==> src/rtl/debug_led_pkg.sv <==
// Shared definitions for the debug LED blink-code block: state encoding,
// default timing and counter-width helpers.
package debug_led_pkg;

  typedef enum logic [1:0] {
    IDLE = 2'd0,
    ON   = 2'd1,
    OFF  = 2'd2,
    GAP  = 2'd3
  } state_t;

  localparam int DEF_CLK_HZ    = 50_000_000;
  localparam int DEF_TICK_HZ   = 1000;
  localparam int DEF_ON_TICKS  = 200;
  localparam int DEF_OFF_TICKS = 200;
  localparam int DEF_GAP_TICKS = 1000;
  localparam int DEF_CODE_W    = 4;

  function automatic int clog2(input int v);
    int r;
    r = 0;
    while ((64'd1 << r) < 64'(v)) r = r + 1;
    return r;
  endfunction

  // Bits needed to hold 0..max_val, never less than one.
  function automatic int cnt_w(input int max_val);
    return (max_val < 1) ? 1 : clog2(max_val + 1);
  endfunction

endpackage

==> src/rtl/tick_prescaler.sv <==
// Divides clk_50 down to a one-cycle tick every DIV cycles; clr restarts the
// count so a phase begun on clr lasts a whole number of DIV periods.
module tick_prescaler
  import debug_led_pkg::*;
#(
  parameter int DIV = 1
) (
  input  logic clk_50,
  input  logic resetn,
  input  logic clr,
  output logic tick
);

  localparam int W = cnt_w(DIV - 1);
  localparam logic [W-1:0] LAST = W'(DIV - 1);

  logic [W-1:0] cnt;

  always_ff @(posedge clk_50 or negedge resetn) begin
    if (!resetn)                  cnt <= '0;
    else if (clr || cnt == LAST)  cnt <= '0;
    else                          cnt <= cnt + 1'b1;
  end

  assign tick = (cnt == LAST);

endmodule

==> src/rtl/debug_led_blink_code.sv <==
// Debug LED blink-code emitter: accepts a pulse count over valid/ready and
// blinks it out followed by a long dark gap. Define DEBUG_LED_PWM_EN to add
// a duty input that dims the LED during each pulse.
module debug_led_blink_code
  import debug_led_pkg::*;
#(
  parameter int CLK_HZ    = DEF_CLK_HZ,
  parameter int TICK_HZ   = DEF_TICK_HZ,
  parameter int ON_TICKS  = DEF_ON_TICKS,
  parameter int OFF_TICKS = DEF_OFF_TICKS,
  parameter int GAP_TICKS = DEF_GAP_TICKS,
  parameter int CODE_W    = DEF_CODE_W
) (
  input  logic              clk_50,
  input  logic              resetn,
  input  logic              code_valid,
  input  logic [CODE_W-1:0] code,
`ifdef DEBUG_LED_PWM_EN
  input  logic [7:0]        duty,
`endif
  output logic              code_ready,
  output logic              busy,
  output logic              debug_led
);

  // DIV must come out >= 1; CLK_HZ below TICK_HZ is not a supported build.
  localparam int DIV  = CLK_HZ / TICK_HZ;
  localparam int TMAX = (ON_TICKS > OFF_TICKS)
                      ? ((ON_TICKS > GAP_TICKS) ? ON_TICKS : GAP_TICKS)
                      : ((OFF_TICKS > GAP_TICKS) ? OFF_TICKS : GAP_TICKS);
  localparam int TW   = cnt_w(TMAX);

  state_t            state, state_next;
  logic [TW-1:0]     tick_cnt;
  logic [TW-1:0]     phase_last;
  logic [CODE_W-1:0] remaining;
  logic              tick, clr, phase_done, accept;

  assign accept     = code_valid && code_ready && (code != '0);
  assign phase_done = tick && (tick_cnt == phase_last);
  // Holding clr through IDLE and pulsing it on every transition aligns the
  // first tick of each phase exactly DIV cycles after entry.
  assign clr        = (state == IDLE) || (state_next != state);

  tick_prescaler #(.DIV(DIV)) u_presc (
    .clk_50 (clk_50),
    .resetn (resetn),
    .clr    (clr),
    .tick   (tick)
  );

  always_comb begin
    phase_last = '0;
    case (state)
      ON:      phase_last = TW'(ON_TICKS - 1);
      OFF:     phase_last = TW'(OFF_TICKS - 1);
      GAP:     phase_last = TW'(GAP_TICKS - 1);
      default: phase_last = '0;
    endcase
  end

  always_ff @(posedge clk_50 or negedge resetn) begin
    if (!resetn) begin
      state      <= IDLE;
      code_ready <= 1'b1;
      tick_cnt   <= '0;
      remaining  <= '0;
    end else begin
      state      <= state_next;
      code_ready <= (state_next == IDLE);
      if (clr)       tick_cnt <= '0;
      else if (tick) tick_cnt <= tick_cnt + 1'b1;
      if (accept)                         remaining <= code;
      else if (state == ON && phase_done) remaining <= remaining - 1'b1;
    end
  end

  always_comb begin
    state_next = state;
    case (state)
      IDLE: if (accept)     state_next = ON;
      ON:   if (phase_done) state_next = (remaining == CODE_W'(1)) ? GAP : OFF;
      OFF:  if (phase_done) state_next = ON;
      GAP:  if (phase_done) state_next = IDLE;
      default:              state_next = IDLE;
    endcase
  end

`ifdef DEBUG_LED_PWM_EN
  logic [7:0] pwm_cnt;

  always_ff @(posedge clk_50 or negedge resetn) begin
    if (!resetn) pwm_cnt <= '0;
    else         pwm_cnt <= pwm_cnt + 8'd1;
  end

  always_comb begin
    debug_led = 1'b0;
    if (state == ON) debug_led = (pwm_cnt < duty);
  end
`else
  always_comb begin
    debug_led = 1'b0;
    if (state == ON) debug_led = 1'b1;
  end
`endif

  assign busy = !code_ready;

endmodule

==> config.mk <==
export PLATFORM = sky130hd
export DESIGN_NAME = debug_led_blink_code
export DESIGN_NICKNAME = d
export VERILOG_FILES = /design/src/rtl/debug_led_pkg.sv /design/src/rtl/tick_prescaler.sv /design/src/rtl/debug_led_blink_code.sv
export SDC_FILE = /design/constraint.sdc
export NUM_CORES = 1
export LEC_CHECK = 0
export BUFFER_PORTS_ARGS = -buffer_cell sky130_fd_sc_hd__buf_2
export CAP_MARGIN = 20
export CORE_UTILIZATION = 62
export DETAILED_ROUTE_END_ITERATION = 8
export GPL_TIMING_DRIVEN = 0
export HOLD_SLACK_MARGIN = 0.15
export PLACE_DENSITY = 0.81
export SYNTH_ARGS = -nofsm -noshare
export SYNTH_HDL_FRONTEND = slang
export SYNTH_SLANG_ARGS = --single-unit
==> constraint.sdc <==
create_clock -name clk_50 -period 4.38 [get_ports clk_50]
set_input_delay 1.314 -clock clk_50 [delete_from_list [all_inputs] [get_ports clk_50]]
set_output_delay 1.314 -clock clk_50 [all_outputs]
set_load 0.05 [all_outputs]
---- Yosys cells after proc, flatten, opt, wreduce, memory -nomap -nowiden ----
Index checks and enable logic that the tools add are counted.
W data, S select, Z words.
cells by class
  $add $sub $neg .......................... 3
  equality and inequality tests ........... 7
  multiplexer cells ....................... 13
  reductions and logical operators ........ 13
operators with widths
  kind                     count
  $mux W10                 2
  $pmux W10 S2             1
  $add A16 B1 Y16 const B  1
  $eq A16 B16 Y1 const B   1
  $mux W16                 1
  $add A10 B1 Y10 const B  1
  $eq A10 B10 Y1           1
  $mux W2                  4
  $mux W4                  2
  $pmux W2 S4              1
  $eq A2 B2 Y1 const B     2
  $eq A4 B1 Y1 const B     1
  $logic_and A1 B1 Y1      4
  $logic_not A2 Y1         2
  $reduce_bool A2 Y1       2
  $reduce_bool A4 Y1       1
  $sub A4 B1 Y4 const B    1
  $eq A2 B1 Y1 const B     1
  $logic_or A1 B1 Y1       2
  $mux W1                  2
  $ne A2 B2 Y1             1
  $reduce_or A2 Y1         1
  $logic_not A1 Y1         1
word-level totals
  bits in registers ....................... 33
  word-level logic and storage cells ...... 41

---- Longest topological paths before layout ----
Gate-level depths: netlist of run 1.
  depth in word-level cells ............... 11
  gate-level depth with buffers ........... 7

---- Cells and area by module ----
A second synthesis of run 1 with hierarchy kept.
second synthesis, totals
  cell total of the unflattened synthesis .. 180
  area total of the unflattened synthesis .. 1,754.2 µm²
modules (own cells, without submodules)
  module                times used  cells an instance  area an instance (µm²)  seq. area each (µm²)
  debug_led_blink_code  1           100                962.2                   426.7
  tick_prescaler        1           80                 792.0                   400.4

---- Worst setup path after synthesis of run 1 ----
OpenSTA, ideal clock, no wires.
  path kind ............................... input to register
  start ................................... input port code[0]
  end ..................................... register remaining[3]
  library setup time ...................... 0.065 ns
  arrival ................................. 2.734 ns
  data required time ...................... 4.315 ns
  path slack .............................. 1.581 ns
  stages on the path ...................... 6
  path through ............................ or4_1 -> and3_1 -> clkbuf_1 -> or3_1 -> nor3_1 -> a211o_1
between the ends
  cells in the longest elaborated chain, start to end .. 3
  elaborated cells between the ends (all ways) .. 4
  those cells by class .................... 1 x mux; 3 x reduce/logical
ends and longest elaborated chain
  item                                           RTL line                    RTL
  start: declaration                             debug_led_blink_code.sv:17  input logic [CODE_W-1:0] code,
  $reduce_bool A4 Y1 (*)                         debug_led_blink_code.sv:39  assign accept = code_valid && code_ready && (code != '0);
  $logic_and A1 B1 Y1 (*)                        debug_led_blink_code.sv:39
  $mux W4 or $reduce_bool A2 Y1 (tied branches)  --
  end signal: assignment                         debug_led_blink_code.sv:73  if (accept) remaining <= code;
  end signal: assignment                         debug_led_blink_code.sv:74  else if (state == ON && phase_done) remaining <= remaining - 1'b1;
  end: declaration                               debug_led_blink_code.sv:36  logic [CODE_W-1:0] remaining;
Mark *: on every way between the ends. The rest lies on a longest branch, timed or not.
A chain may end at the register's enable or synchronous reset.

---- Worst setup path after layout of run 1 ----
Ends and elaborated chain as after synthesis.

==> results of run 1 <==
==> cell type report <==
type	instances	area share
well taps	31	0.0200
inverters	4	0.00774
repair buffers	9	0.0232
clock buffers	7	0.0335
flip-flops and latches	33	0.426
clock inverters	1	0.00258
multi-input cells	145	0.467
plain buffers	7	0.0194
==> worst max path at each step <==
stage / end / slack [ns]
2_1_floorplan: remaining[3] / 1.58
3_3_place_gp: remaining[3] / 1.41
3_5_place_dp: remaining[3] / 1.36
4_1_cts: remaining[3] / 1.72
5_1_grt: debug_led / 1.64
6_report: remaining[3] / 1.72
==> flip-flops by register name, indices dropped and copies added, names as in the netlist <==
signal,cells
u_presc.cnt,16
code_ready,1
state,2
remaining,4
tick_cnt,10
==> power by group <==
group	total [uW]	switching (uW)	internal, uW
clock	197	104	93.0
sequential	308	1.62	306
combinational	14.5	9.53	4.93
==> synthesized netlist by cell type, types with 2 or more instances <==
cell type,instances,area share
nor2_1,34,0.071
dfrtp_1,32,0.45
nand2_1,15,0.032
xor2_1,12,0.059
nand3_1,10,0.028
xnor2_1,10,0.049
and3_1,8,0.028
or3_1,7,0.025
nand4_1,5,0.018
ha_1,4,0.028
inv_1,4,0.0084
nor3_1,4,0.011
o21ai_0,4,0.011
a21oi_1,3,0.0084
clkbuf_1,3,0.0063
o211ai_1,3,0.013
a31oi_1,2,0.0070
buf_2,2,0.0056
o21ai_2,2,0.0098
or2_2,2,0.0070
or4_1,2,0.0084
or4bb_1,2,0.013
==> stage by stage <==
stage	power (uW)	cells	setup slack, ns
2_1_floorplan	318	189	1.58
3_3_place_gp	327	229	1.41
3_5_place_dp	329	229	1.36
4_1_cts	524	237	1.72
5_1_grt	537	237	1.64
6_report	520	237	1.72
==> cells in the final DEF (no fill, tap or decap), types with 7 or more instances in the layout <==
cell,Yosys,routed
and3_1,8,8
buf_2,2,11
dfrtp_1,32,32
nand2_1,15,15
nand3_1,10,10
nor2_1,34,34
or3_1,7,7
xnor2_1,10,10
xor2_1,12,12
==> metal layers <==
layer	GRT usage	vias up	routed length [um]
li1	-	691	-
met1	0.319	680	1510
met2	0.423	49	1640
met3	0.0488	11	178
met4	0.150	0	89
met5	0	-	0
==> critical path: stages <==
cell and delay (ns):
buf_2 0.10, or4_1 0.54, and3_1 0.20, clkbuf_1 0.16
or3_1 0.36, nor3_1 0.14, a211o_1 0.13
==> kinds of logic after synthesis <==
kind of cell,after synthesis,synth area share
simple gates,99,0.293
flops,33,0.463
xor+xnor,22,0.108
compound gates,20,0.0785
buf+inv,11,0.0294
fa+ha+maj,4,0.0280
==> results.py, run 1 <==
metrics = {
    "run_status": {
        "status": "finished, final reports clean",
    },
    "global_route": {
        "grt_max_degree": 34,
        "grt_pass1_wl_mm": 6.18,
        "grt.overflow.total": 0,
        "antenna_found_initial": 0,
        "track_usage": 0.258,
        "grt_pass1_vias": 1448,
    },
    "layout": {
        "multiInputGateArea_um2": 906,
        "area_delta_synth_final_pct": 8.62,
        "fin_nets": 216,
        "post-route-util": 0.709,
        "drive_above_1_share": 0.150,
        "seq_area_um2": 827,
        "num_antenna_cells": 0,
        "final_area_um2": 1940,
        "n_fill_cell": 214,
    },
    "hold_path": {
        "hp-class": "reg2reg",
        "min_from": "u_presc.cnt[0]",
        "holdPathStages": 1,
        "min_to": "u_presc.cnt[0]",
    },
    "clock_network": {
        "cts.clk_slew.worst_paths_ns": 0.11,
        "clkLatencyLatePin_ns": 0.34,
        "clkSinkCount": 33,
        "cts_buffers": 5,
        "post_cts_buffers": 0,
        "ctsHtreeMaxLevel": 2,
        "root_buffer": "clkbuf_4",
        "cts_tree": "built",
        "cts_resized": 0,
        "hold_buffers": 0,
        "clock_path_buffers": 2,
    },
    "drt": {
        "viasPerCell": 6.04,
        "wl_per_cell_um": 14.4,
        "drtAntennaViolNets": 0,
        "num_vias": 1431,
        "drt_first_pass_iters": 4,
        "post-route-drc-count": 0,
        "drt_wl_total_mm": 3.42,
        "drt_iter0_drc": 59,
    },
    "yosys": {
        "synth_nets": 200,
        "synth-edff-count": 0,
        "syn_inst": 189,
        "synth_seq_cells": 33,
        "avgSynthCellArea_um2": 9.45,
        "ys.warnings.count": 0,
        "synth_cell_type_count": 41,
        "ys.flop_type": "dfrtp_1",
        "ys_async_sr_fraction": 1.00,
        "synth.cell_area_um2": 1790,
        "ys_seq_area_frac": 0.463,
    },
    "sta": {
        "min_period_over_period": 0.608,
        "worst_hold_slack_ns": 0.477,
        "setup_tns_ns": 0,
        "finalMaxSlewViolations": 0,
        "fin_worst_skew_ns": 0.0172,
        "final.min_clock_period_ns": 2.66,
        "worst_pin_slew_ns": 0.721,
        "rsz0062_at_grt": "no",
        "slew_headroom": 0.519,
        "hold_viol_final": 0,
        "fmax_mhz": 376,
        "finalSetupViolations": 0,
    },
    "placement": {
        "gp_congestion": 0.836,
        "hpwl_mm": 2.46,
        "placed_cell_area_um2": 1870,
        "io_buffers": 9,
    },
    "critical_path": {
        "crit_fanout": 7,
        "ff2ff_setup_slack_ns": 1.83,
        "start_kind": "input port",
        "cp-end-kind": "register",
        "ff2ff_path_depth": 7,
        "critical_path.startpoint": "code[0]",
        "timing.rr.start": "state[0]",
        "critPathKind": "in2reg",
        "critPathRequiredTime_ns": 4.67,
        "arrival_ns": 2.95,
        "rr_endpoint": "remaining[3]",
    },
    "pwr": {
        "power_density_nw_per_um2": 268,
        "ir_drop_v": 0.000313,
        "p_leak_uw": 0.000864,
    },
    "floorplanning": {
        "fp.dieH_um": 55.7,
        "die-area_um2": 3100,
        "core_area_um2": 2730,
        "io_pins": 10,
        "rows": 19,
        "die_w_um": 55.7,
        "floorplan.initialDensity": 0.653,
    },
    "run": {
        "maxCapViolCount": 0,
    },
}
(Power assumes the default switching activity.)
==> run 2, diff against run 1 <==
--- a/config.mk
+++ b/config.mk
@@ -7,11 +7,11 @@
 export LEC_CHECK = 0
 export BUFFER_PORTS_ARGS = -buffer_cell sky130_fd_sc_hd__buf_2
 export CAP_MARGIN = 20
-export CORE_UTILIZATION = 62
+export CORE_UTILIZATION = 60
 export DETAILED_ROUTE_END_ITERATION = 8
 export GPL_TIMING_DRIVEN = 0
 export HOLD_SLACK_MARGIN = 0.15
-export PLACE_DENSITY = 0.81
+export PLACE_DENSITY = 0.79
 export SYNTH_ARGS = -nofsm -noshare
 export SYNTH_HDL_FRONTEND = slang
 export SYNTH_SLANG_ARGS = --single-unit
==> constraint.sdc (replaced) <==
create_clock -name clk_50 -period 2.6 [get_ports clk_50]
set_input_delay 0.78 -clock clk_50 [delete_from_list [all_inputs] [get_ports clk_50]]
set_output_delay 0.78 -clock clk_50 [all_outputs]
set_load 0.05 [all_outputs]
==> run 2 against run 1 <==
  * Clock skew shrank 0.0068 ns
  * Die area is 3.2% higher
  * Register-to-register slack got worse by 1.7 ns
  * Critical path type is now reg2reg
  * Largest cell class unchanged
  * Largest power group unchanged
==> results.py, run 2 (synthesized netlist as in run 1, its figures left out) <==
metrics = {
    "run_status": {
        "status": "finished, final reports clean",
    },
    "critical_path": {
        "ff2ff_path_depth": 6,
        "crit_family": "simple AND/OR/NAND/NOR gates",
        "critPathMaxStageDelay_ns": 0.65,
        "critical_path.startpoint": "u_presc.cnt[12]",
        "setup.worst_path.end": "u_presc.cnt[7]",
        "arrival_ns": 2.67,
        "worst-path-buf-inv": 2,
        "crit_fanout": 10,
        "critPathKind": "reg2reg",
        "crit_chain": "or4bb_1, or4_2, buf_2, nand2_1, buf_2, nor2_1",
        "crit_path_top_delay_cell": "or4_2",
        "critPathRequiredTime_ns": 2.82,
        "cp_common_cell": "buf_2",
        "ff2ff_setup_slack_ns": 0.16,
        "start_kind": "register",
        "cp-end-kind": "register",
        "timing.rr.start": "u_presc.cnt[12]",
        "rr_endpoint": "u_presc.cnt[7]",
        "cp.depth": 6,
    },
    "sta": {
        "final.min_clock_period_ns": 2.44,
        "fmax_mhz": 409,
        "timing.final.ws_setup_ns": 0.157,
        "slew_headroom": 0.526,
        "hold_viol_final": 0,
        "setup_tns_ns": 0,
        "min_period_over_period": 0.939,
        "finalSetupViolations": 0,
        "finalMaxSlewViolations": 0,
        "worst_pin_slew_ns": 0.710,
        "rsz0062_at_grt": "no",
        "fin_worst_skew_ns": 0.0103,
    },
    "clock_network": {
        "cts_tree": "built",
        "clkSinkCount": 33,
        "cts_resized": 0,
        "root_buffer": "clkbuf_4",
        "cts_buffers": 5,
        "clock_path_buffers": 2,
        "clkLatencyLatePin_ns": 0.34,
        "ctsHtreeMaxLevel": 2,
        "cts.clk_slew.worst_paths_ns": 0.10,
    },
    "layout": {
        "fin_nets": 218,
        "area_delta_synth_final_pct": 8.83,
        "layout_commonest_cell": "nor2_1",
        "largest_reg_flops": 16,
        "largest-register": "u_presc.cnt",
        "final_cell_mix": "nor2_1 (34), dfrtp_1 (32), nand2_1 (15), xor2_1 (12), buf_2 (11)",
        "drive_above_1_share": 0.149,
        "post-route-util": 0.699,
        "reg_top3": "u_presc.cnt (16), tick_cnt (10), remaining (4)",
        "num_antenna_cells": 0,
    },
    "floorplanning": {
        "die_w_um": 56.6,
        "io_pins": 10,
        "floorplan.initialDensity": 0.642,
        "core_area_um2": 2780,
        "fp.dieH_um": 56.6,
        "rows": 19,
        "die-area_um2": 3200,
    },
    "global_route": {
        "grt_pass1_vias": 1445,
        "grt_max_degree": 34,
        "antenna_found_initial": 0,
        "track_usage": 0.252,
        "grt.overflow.total": 0,
        "grt_pass1_wl_mm": 6.11,
    },
    "drt": {
        "drt_wl_total_mm": 3.55,
        "drt_first_pass_iters": 4,
        "drtAntennaViolNets": 0,
        "drt_iter0_drc": 79,
        "post-route-drc-count": 0,
        "wl_per_cell_um": 14.8,
        "viasPerCell": 6.00,
        "num_vias": 1435,
    },
    "hold_path": {
        "hp-class": "in2async",
    },
    "pwr": {
        "combPwrFrac": 0.028,
        "p_leak_uw": 0.000865,
        "pwr-share-clk": 0.358,
        "power_switching_uw": 188,
        "power_density_nw_per_um2": 435,
        "ir_drop_v": 0.000482,
        "seq_power_share": 0.613,
        "swShare": 0.222,
        "internal_power_uw": 657,
    },
    "placement": {
        "hpwl_mm": 2.53,
        "gp_congestion": 0.832,
        "io_buffers": 9,
        "dp_worst_setup_slack_ns": 0.0922,
    },
    "run": {
        "maxCapViolCount": 0,
    },
}
[run 2: power groups by stage]
stage / combinational, uW / clock [uW] / sequential [uW]
detailed placement: 24.6 / 0 / 528
floorplan: 7.43 / 0 / 528
global route: 28.8 / 332 / 519
finish: 23.8 / 303 / 519
CTS: 24.7 / 310 / 518
global placement: 23.2 / 0 / 528
[run 2: worst min-delay path by stage]
stage	endpoint	start	slack (ns)
floorplan	u_presc.cnt[0]	u_presc.cnt[0]	0.43
global placement	u_presc.cnt[0]	u_presc.cnt[0]	0.45
detailed placement	u_presc.cnt[0]	u_presc.cnt[0]	0.46
CTS	u_presc.cnt[0]	u_presc.cnt[0]	0.47
global route	u_presc.cnt[0]	u_presc.cnt[0]	0.49
finish	tick_cnt[4]	resetn	0.47
[run 2: metal layers]
layer	vias up	share of wire	track usage
met5	-	0	0
met2	60	0.48	0.422
met4	0	0.024	0.125
met1	673	0.44	0.291
li1	694	-	-
met3	8	0.062	0.0760
[run 2: worst register-to-register path, delay by kind of cell (launching register included)]
| kind | cells | cell delay [ns] |
|---|---|---|
| flops | 1 | 0.42 |
| buf+inv | 2 | 0.44 |
| simple gates | 4 | 1.49 |
[run 2: area by class of cell]
cell class | instances | area, um2
multi-input cells | 145 | 906
fillers | 205 | 838
flip-flops and latches | 33 | 827
repair buffers | 11 | 60.1
clock buffers | 8 | 58.8
well taps | 31 | 38.8
plain buffers | 7 | 37.5
inverters | 4 | 15.0
[run 2: metrics by stage]
step	power, uW	instance area (um2)	cells	hold slack [ns]
global placement	551	1870	229	0.450
finish	845	1940	239	0.468
CTS	853	1930	237	0.471
floorplan	535	1790	189	0.433
detailed placement	553	1870	229	0.459
global route	880	1940	239	0.491
[run 2: what timing repair did]
| action | in CTS | in global routing |
|---|---|---|
| setup buffers | 0 | 2 |
| hold buffers | 0 | 0 |
| endpoints found under the setup margin | 0 | 12 |
